<file path="src/rtl/table_stream_reader_pkg.sv">
// table_stream_reader_pkg: shared state encoding, record geometry and field offsets for the table stream reader.
package table_stream_reader_pkg;
  typedef enum logic [1:0] {IDLE, WAIT, SEND} state_t;
  localparam int REC_CELLS = 32;
  // Field offsets in PE_WIDTH cells, LSB first: second_margin, first_margin, joint, snp_pair
  localparam int SM_OFF = 0;
  localparam int FM_OFF = 6;
  localparam int JOINT_OFF = 12;
  localparam int SNP_OFF = 30;
  function automatic int rec_width(input int pe);
    return REC_CELLS * pe;
  endfunction
  function automatic int beats(input int pe, input int ow);
    return REC_CELLS * pe / ow;
  endfunction
endpackage

</file>
<file path="src/rtl/table_sum_check.sv">
// table_sum_check: per-class (case, ctrl) check that joint, first-margin and second-margin totals agree.
module table_sum_check
  import table_stream_reader_pkg::*;
#(
  parameter int PE_WIDTH = 16
) (
  input  logic [18*PE_WIDTH-1:0] joint,
  input  logic [6*PE_WIDTH-1:0]  first_margin,
  input  logic [6*PE_WIDTH-1:0]  second_margin,
  output logic                   bad
);
  localparam int SW = PE_WIDTH + 4;
  logic [SW-1:0] js, fs, ss;
  always_comb begin
    bad = 1'b0;
    js = '0;
    fs = '0;
    ss = '0;
    for (int c = 0; c < 2; c++) begin
      js = '0;
      fs = '0;
      ss = '0;
      for (int i = 0; i < 9; i++) js = js + SW'(joint[(c*9+i)*PE_WIDTH +: PE_WIDTH]);
      for (int i = 0; i < 3; i++) begin
        fs = fs + SW'(first_margin[(c*3+i)*PE_WIDTH +: PE_WIDTH]);
        ss = ss + SW'(second_margin[(c*3+i)*PE_WIDTH +: PE_WIDTH]);
      end
      bad = bad | (js != fs) | (fs != ss);
    end
  end
endmodule

</file>
<file path="src/rtl/table_stream_reader.sv">
// table_stream_reader: pops one contingency record per handshake and serialises it into OUT_WIDTH stream beats.
// Optional margin consistency check enabled by defining TABLE_SUM_CHECK_EN.
module table_stream_reader
  import table_stream_reader_pkg::*;
#(
  parameter int PE_WIDTH  = 16,
  parameter int OUT_WIDTH = 64,
  parameter int CNT_WIDTH = 32
) (
  input  logic                 clk,
  input  logic                 rst,
  input  logic                 table_ready,
  output logic                 table_rd_en,
  input  logic                 table_valid_in,
  input  logic [2*PE_WIDTH-1:0]  snp_pair_in,
  input  logic [18*PE_WIDTH-1:0] joint_in,
  input  logic [6*PE_WIDTH-1:0]  first_margin_in,
  input  logic [6*PE_WIDTH-1:0]  second_margin_in,
  input  logic                 upstream_done,
  output logic [OUT_WIDTH-1:0] out_data,
  output logic                 out_valid,
  output logic                 out_last,
  input  logic                 out_ready,
  output logic [CNT_WIDTH-1:0] rec_count,
  output logic                 drained,
  output logic                 proto_err,
  output logic                 check_err
);
  localparam int REC_WIDTH = rec_width(PE_WIDTH);
  localparam int BEATS = beats(PE_WIDTH, OUT_WIDTH);
  localparam int BW = BEATS > 1 ? $clog2(BEATS) : 1;
  localparam logic [BW-1:0] LAST = BW'(BEATS - 1);
  state_t state;
  logic [BW-1:0] beat;
  logic [REC_WIDTH-1:0] rec_q;
  // The pop is gated by rst so no record is lost while the block is held in reset
  assign table_rd_en = !rst && state == IDLE && table_ready;
  assign out_valid = state == SEND;
  assign out_data = rec_q[beat*OUT_WIDTH +: OUT_WIDTH];
  assign out_last = out_valid && beat == LAST;
  assign drained = upstream_done && !table_ready && state == IDLE;
  always_ff @(posedge clk) begin
    if (rst) begin
      state <= IDLE;
      beat <= '0;
      rec_q <= '0;
      rec_count <= '0;
      proto_err <= 1'b0;
    end else begin
      proto_err <= proto_err | (table_valid_in && state != WAIT);
      case (state)
        IDLE: if (table_ready) state <= WAIT;
        WAIT: if (table_valid_in) begin
          rec_q <= {snp_pair_in, joint_in, first_margin_in, second_margin_in};
          beat <= '0;
          state <= SEND;
        end
        SEND: if (out_ready) begin
          beat <= beat == LAST ? '0 : beat + BW'(1);
          if (beat == LAST) begin
            rec_count <= rec_count + CNT_WIDTH'(1);
            state <= IDLE;
          end
        end
        default: state <= IDLE;
      endcase
    end
  end
`ifdef TABLE_SUM_CHECK_EN
  logic sum_bad;
  table_sum_check #(.PE_WIDTH(PE_WIDTH)) u_sum_check (
    .joint(rec_q[JOINT_OFF*PE_WIDTH +: 18*PE_WIDTH]),
    .first_margin(rec_q[FM_OFF*PE_WIDTH +: 6*PE_WIDTH]),
    .second_margin(rec_q[SM_OFF*PE_WIDTH +: 6*PE_WIDTH]),
    .bad(sum_bad)
  );
  // Sums come from the captured record, so the flag lands one cycle after capture
  always_ff @(posedge clk) check_err <= !rst && (check_err || (state == SEND && beat == '0 && sum_bad));
`else
  assign check_err = 1'b0;
`endif
endmodule

</file>
<file path="config.mk">
export PLATFORM = sky130hd
export DESIGN_NAME = table_stream_reader
export DESIGN_NICKNAME = d
export VERILOG_FILES = /design/src/rtl/table_stream_reader_pkg.sv /design/src/rtl/table_sum_check.sv /design/src/rtl/table_stream_reader.sv
export SDC_FILE = /design/constraint.sdc
export NUM_CORES = 1
export LEC_CHECK = 0
export CAP_MARGIN = 20
export CORE_AREA = 2 2 240 242
export DETAILED_ROUTE_END_ITERATION = 6
export DIE_AREA = 0 0 242 244
export PLACE_DENSITY_LB_ADDON = 0.05
export SKIP_CTS_REPAIR_TIMING = 1
export SYNTH_ARGS = -nofsm -noshare
export SYNTH_HDL_FRONTEND = slang
export SYNTH_SLANG_ARGS = --single-unit
</file>
<file path="constraint.sdc">
create_clock -name clk -period 7.5 [get_ports clk]
set_input_delay 1.5 -clock clk [delete_from_list [all_inputs] [get_ports clk]]
set_output_delay 1.5 -clock clk [all_outputs]
set_load 0.05 [all_outputs]
</file>
[Word level (Yosys, flattened, before mapping)]
Index checks and enable logic that the tools add are counted.
Operators by class
  add/sub/neg operators: 2
  equality and inequality tests: 8
  shift-type cells: 1
  mux-type cells: 9
  bitwise logic cells: 1
  reduce and logical (&&, ||, !) cells: 14
Operator list (count)
  variable part select 512 x 10 -> 64 bit: 1
  adder 32 x 1 -> 32 bit, second input constant: 1
  2-to-1 mux 3 bit: 3
  2-to-1 mux 2 bit: 4
  logical AND 1 bit: 6
  inequality test 2 x 1 -> 1 bit, second input constant: 3
  case mux 2 bit (3 select lines): 1
  case mux 3 bit (2 select lines): 1
  AND reduction 3 bit: 2
  inequality test 2 bit, second input constant: 2
  AND reduction 4 bit: 1
  adder 3 x 1 -> 3 bit, second input constant: 1
  equality test 3 bit, second input constant: 1
  equality test 2 x 1 -> 1 bit, second input constant: 1
  equality test 2 bit, second input constant: 1
  zero test 1 bit: 2
  zero test 2 bit: 1
  AND reduction 2 bit: 1
  nonzero test 2 bit: 1
  OR 1 bit: 1
Storage, ports and cells
  register bits after elaboration: 550
  bits of input ports: 518
  output and inout bits: 102
  logic and storage cells: 40

[Longest topological paths before layout]
  depth in word-level cells: 4
  depth in mapped cells: 8
  mapped depth without buffers: 6

[Worst setup path before layout]
Ideal clock, no wire load.
  kind: in2out
  start point: input rst
  end point: output table_rd_en
  data arrival time: 3.514 ns
  data required time: 6.000 ns
  slack: 2.486 ns
  stages: 3
  path buffers: 2
  path through: clkbuf_1 > buf_1 > nor4b_1
Between the ends
  word-level cells in the longest chain between the ends: 3
RTL lines
  start, declared: line table_stream_reader.sv:11  | input logic rst,
  zero test 1 bit: line table_stream_reader.sv:37  | assign table_rd_en = !rst && state == IDLE && table_ready;
  logical AND 1 bit (2 in a row): line table_stream_reader.sv:37
  end, declared: line table_stream_reader.sv:13  | output logic table_rd_en,
Every way passes these cells.

[Final worst setup path]
  start point: register beat[1]
  end point: output out_data[14]
Between the ends
  word-level cells in the longest chain between the ends: 1
RTL lines
  start, declared: line table_stream_reader.sv:34  | logic [BW-1:0] beat;
  start signal, assigned: line table_stream_reader.sv:59  | beat <= beat == LAST ? '0 : beat + BW'(1);
  variable part select 512 x 10 -> 64 bit: line table_stream_reader.sv:39  | assign out_data = rec_q[beat*OUT_WIDTH +: OUT_WIDTH];
  end, declared: line table_stream_reader.sv:20  | output logic [OUT_WIDTH-1:0] out_data,
Every way passes these cells.

==> metrics.md <==
| Metric | Value |
|---|---|
| Status | finished, final reports clean |
| Gr usage total | 0.254 |
| Synthesis warning total | 0 |
| Post-route antenna net violation count | 0 |
| Hold slack | 450 ps |
| Top cells by area, synth | dfxtp_1, nand2_1, mux4_2 |
| Cell family with most CP delay | buffers and inverters |
| First-pass GRT wire length | 117000 um |
| CP Capture Type | primary output |
| Number of global-route vias before repair | between 20000 and 25000 |
| I/O Buffers | 618 |
| Register-to-Register Setup Slack | 3770 ps |
| Placed cell areas | 29400 sq um |
| Total grt overflow | 0 |
| Critical Path Stages | 4 |
| Leakage | 10.4 nW |
| Die W | ~240 um |
| Max Freq | 195 MHz |
| Largest net degree at the start of global routing | roughly 240 |
| Initial Util | 0.408 |
| Top-area cell type share of the netlist area | 0.481 |
| Slowest cell delay on critical path | 1070 ps |
| Hold Vio Cnt, Final | 0 |
| Worst reg-to-reg path cell count | 7 |
| Final Slew Violations | 0 |
| RSZ-0062 raised after global routing | no |
| Worst-Skew Late Latency | 620 ps |
| Die area | 59000 sq um |
| Cell taking the most area after synthesis | dfxtp_1 |
| Pwr dens | 213 nW/um^2 |
| Die span in y | ~240 um |
| Post-synth EDFFs | 0 |
| WP data required | 6000 ps |
| Post-Route WL | 78100 um |
| Ports | a little over 600 |
| Final setup vio count | 0 |
| Slew @ Worst Pin | 1280 ps |
| Crit path kind | flop to primary output |
| Residual DRC | 0 |
| Core area | 56200 sq um |
| Layout area overhead | 36.7% |
| Hold crit path type | flop to flop |
| CP Buf/Inv Count | 2 |
| Std cell rows | 87 |
| Initial antenna violation count | 56 |
| Initial drt markers | about 1200 |
| Crit share post-route | 0.683 |
| Overall via count from detail_route | 20600 |
| Share of post-route cells with drive strength above 1 | 0.0940 |
| Fin crit period | between 5000 and 6000 ps |
| Critical path, cell by cell | buf_12 -> mux4_2 -> mux2_2 -> clkdlybuf4s50_1 |
| Worst Path Max Fanout | 68 |
| Final Non-Filler Cells | 3968 |
| Nets | 3660 |
| Tot Pwr | 6.68 mW |
| Post-Syn Area | between 20000 and 25000 sq um |
| H-tree Lvls | 2 |
| Routed len/inst | 19.7 um |
| Net Count, Synth | roughly 3200 |
| Yosys cell types | 43 |
| Reg clk slew, reported paths | 60 ps |
| CTS root buf | clkbuf_16 |
| Worst hold stages | 2 |
| CTS max path bufs | 3 |
| CTS sink count | 550 |
| Vias per cell | 5.19 |
| Syn Area/Cell | between 8 and 9 sq um |
| Seq/Total Area, Yosys | 0.481 |
| DP Cell Count | between 3000 and 4000 |
| Setup Skew | 21.2 ps |
| Max cap viols | 0 |
| RD Place Congestion | 0.861 |
| CTS tree | yes |
| CP startpoint kind | flop |
| #FFs+latches synth | 550 |
| Critical path arrival | 3620 ps |
| Syn Inst Count | approximately 2700 |
| DRT Pass-1 Iters | 4 |
| Top_reg_cell synth | dfxtp_1 |
| Setup TNS | 0 ps |
| Post-synth ARST share | 0 |
| Slew margin rel. | 0.145 |
| TritonCTS Buffers | 58 |
| DP HPWL | 54300 um |
| Maximum vdd drop | 0.000191 V |
| Slowest CP cell | dfxtp_4 |
| Post-route cell area | 31300 sq um |
## per-stage QoR
| stage | util | setup WS (ps) |
|---|---|---|
| after floorplan | - | 2490 |
| after global placement | 0.524 | 2910 |
| after detailed placement | 0.524 | 2870 |
| after CTS | 0.556 | 2300 |
| after global routing | 0.557 | 2210 |
| final | 0.558 | 2380 |
## synth_stat cells (7+ instances only)
cell	n
mux2_2	64
inv_1	7
buf_1	21
nand4_1	7
o31ai_1	14
mux4_2	128
or3_1	7
dfxtp_1	550
nand3_1	9
nand2_1	1039
clkbuf_1	188
nor2_1	18
a21oi_1	538
buf_2	9
or4_1	17
## sequential cells by signal, summed over array words and instances, names as in the netlist
name and flops:
rec_count 32, beat 3, proto_err 1, state 2, rec_q 512
## worst paths after layout
path	startpoint	end
hold / removal	rec_q[223]	rec_q[223]
hold reg to reg	rec_q[223]	rec_q[223]
setup reg to reg	beat[0]	rec_count[20]
setup / recovery	beat[1]	out_data[14]
## tightest hold or removal path, cell delays in order, from the launching register on
cell,delay [ps]
dfxtp_1,300
nand2_1,50
a21oi_1,50
## cell type report
type	count	area [sq um]
Antenna cell	30	75.1
Clock buffer	95	1770
Clock inverter	8	61.3
Fill cell	5189	24900
Inverter	7	26.3
Multi-Input combinational cell	1889	11000
Sequential cell	550	11000
Tap cell	756	946
Timing Repair Buffer	633	6390
## layout by cell type (no fill, tap or decap), types with 3 or more instances in the layout
| cell | netlist | layout |
|---|---|---|
| nand3_1 | 9 | 9 |
| clkinv_2 | 0 | 4 |
| mux4_2 | 128 | 128 |
| nand4_1 | 7 | 7 |
| o21ai_0 | 6 | 6 |
| clkbuf_1 | 188 | 20 |
| mux2_2 | 64 | 64 |
| or4_1 | 17 | 17 |
| nor2_1 | 18 | 18 |
| inv_1 | 7 | 7 |
| clkdlybuf4s50_1 | 0 | 617 |
| xnor2_1 | 6 | 6 |
| dfxtp_4 | 0 | 3 |
| ha_1 | 3 | 3 |
| buf_12 | 0 | 7 |
| or3_1 | 7 | 7 |
| nand2_1 | 1039 | 1039 |
| nor4_1 | 4 | 4 |
| clkbuf_8 | 0 | 16 |
| buf_4 | 2 | 8 |
| a21oi_1 | 538 | 538 |
| o31ai_1 | 14 | 14 |
| clkbuf_16 | 0 | 59 |
| nor3_1 | 3 | 3 |
| dfxtp_1 | 550 | 547 |
| diode_2 | 0 | 30 |
## per-layer routing
layer,up-vias,global-route usage,share of wire
met5,-,0,0.0041
met4,50,0.112,0.032
met3,172,0.0835,0.077
met2,528,0.425,0.49
met1,9867,0.298,0.39
li1,9990,-,-
## where the power goes
group / leakage, nW / switching [mW] / internal, mW / total [mW]
logic: 5.06 / 0.376 / 0.410 / 0.785
registers: 4.47 / 0.0670 / 3.04 / 3.11
clock network: 0.898 / 1.18 / 1.60 / 2.79
total: 10.4 / 1.63 / 5.05 / 6.68
## kinds of logic (layout without fill, tap and decap cells)
family | Yosys count | in the layout | synth area share
and+or+nand+nor | 1120 | 1120 | 0.193
AOI/OAI and AO/OA | 565 | 565 | 0.126
DFF | 550 | 550 | 0.481
buffers and inverters | 228 | 743 | 0.0385
muxes | 192 | 192 | 0.157
xor gates and xnor gates | 8 | 8 | 0.00306
adders and majority gates | 3 | 3 | 0.00164
other | 1 | 31 | 0.000164
Power figures use the tool's default switching activity.
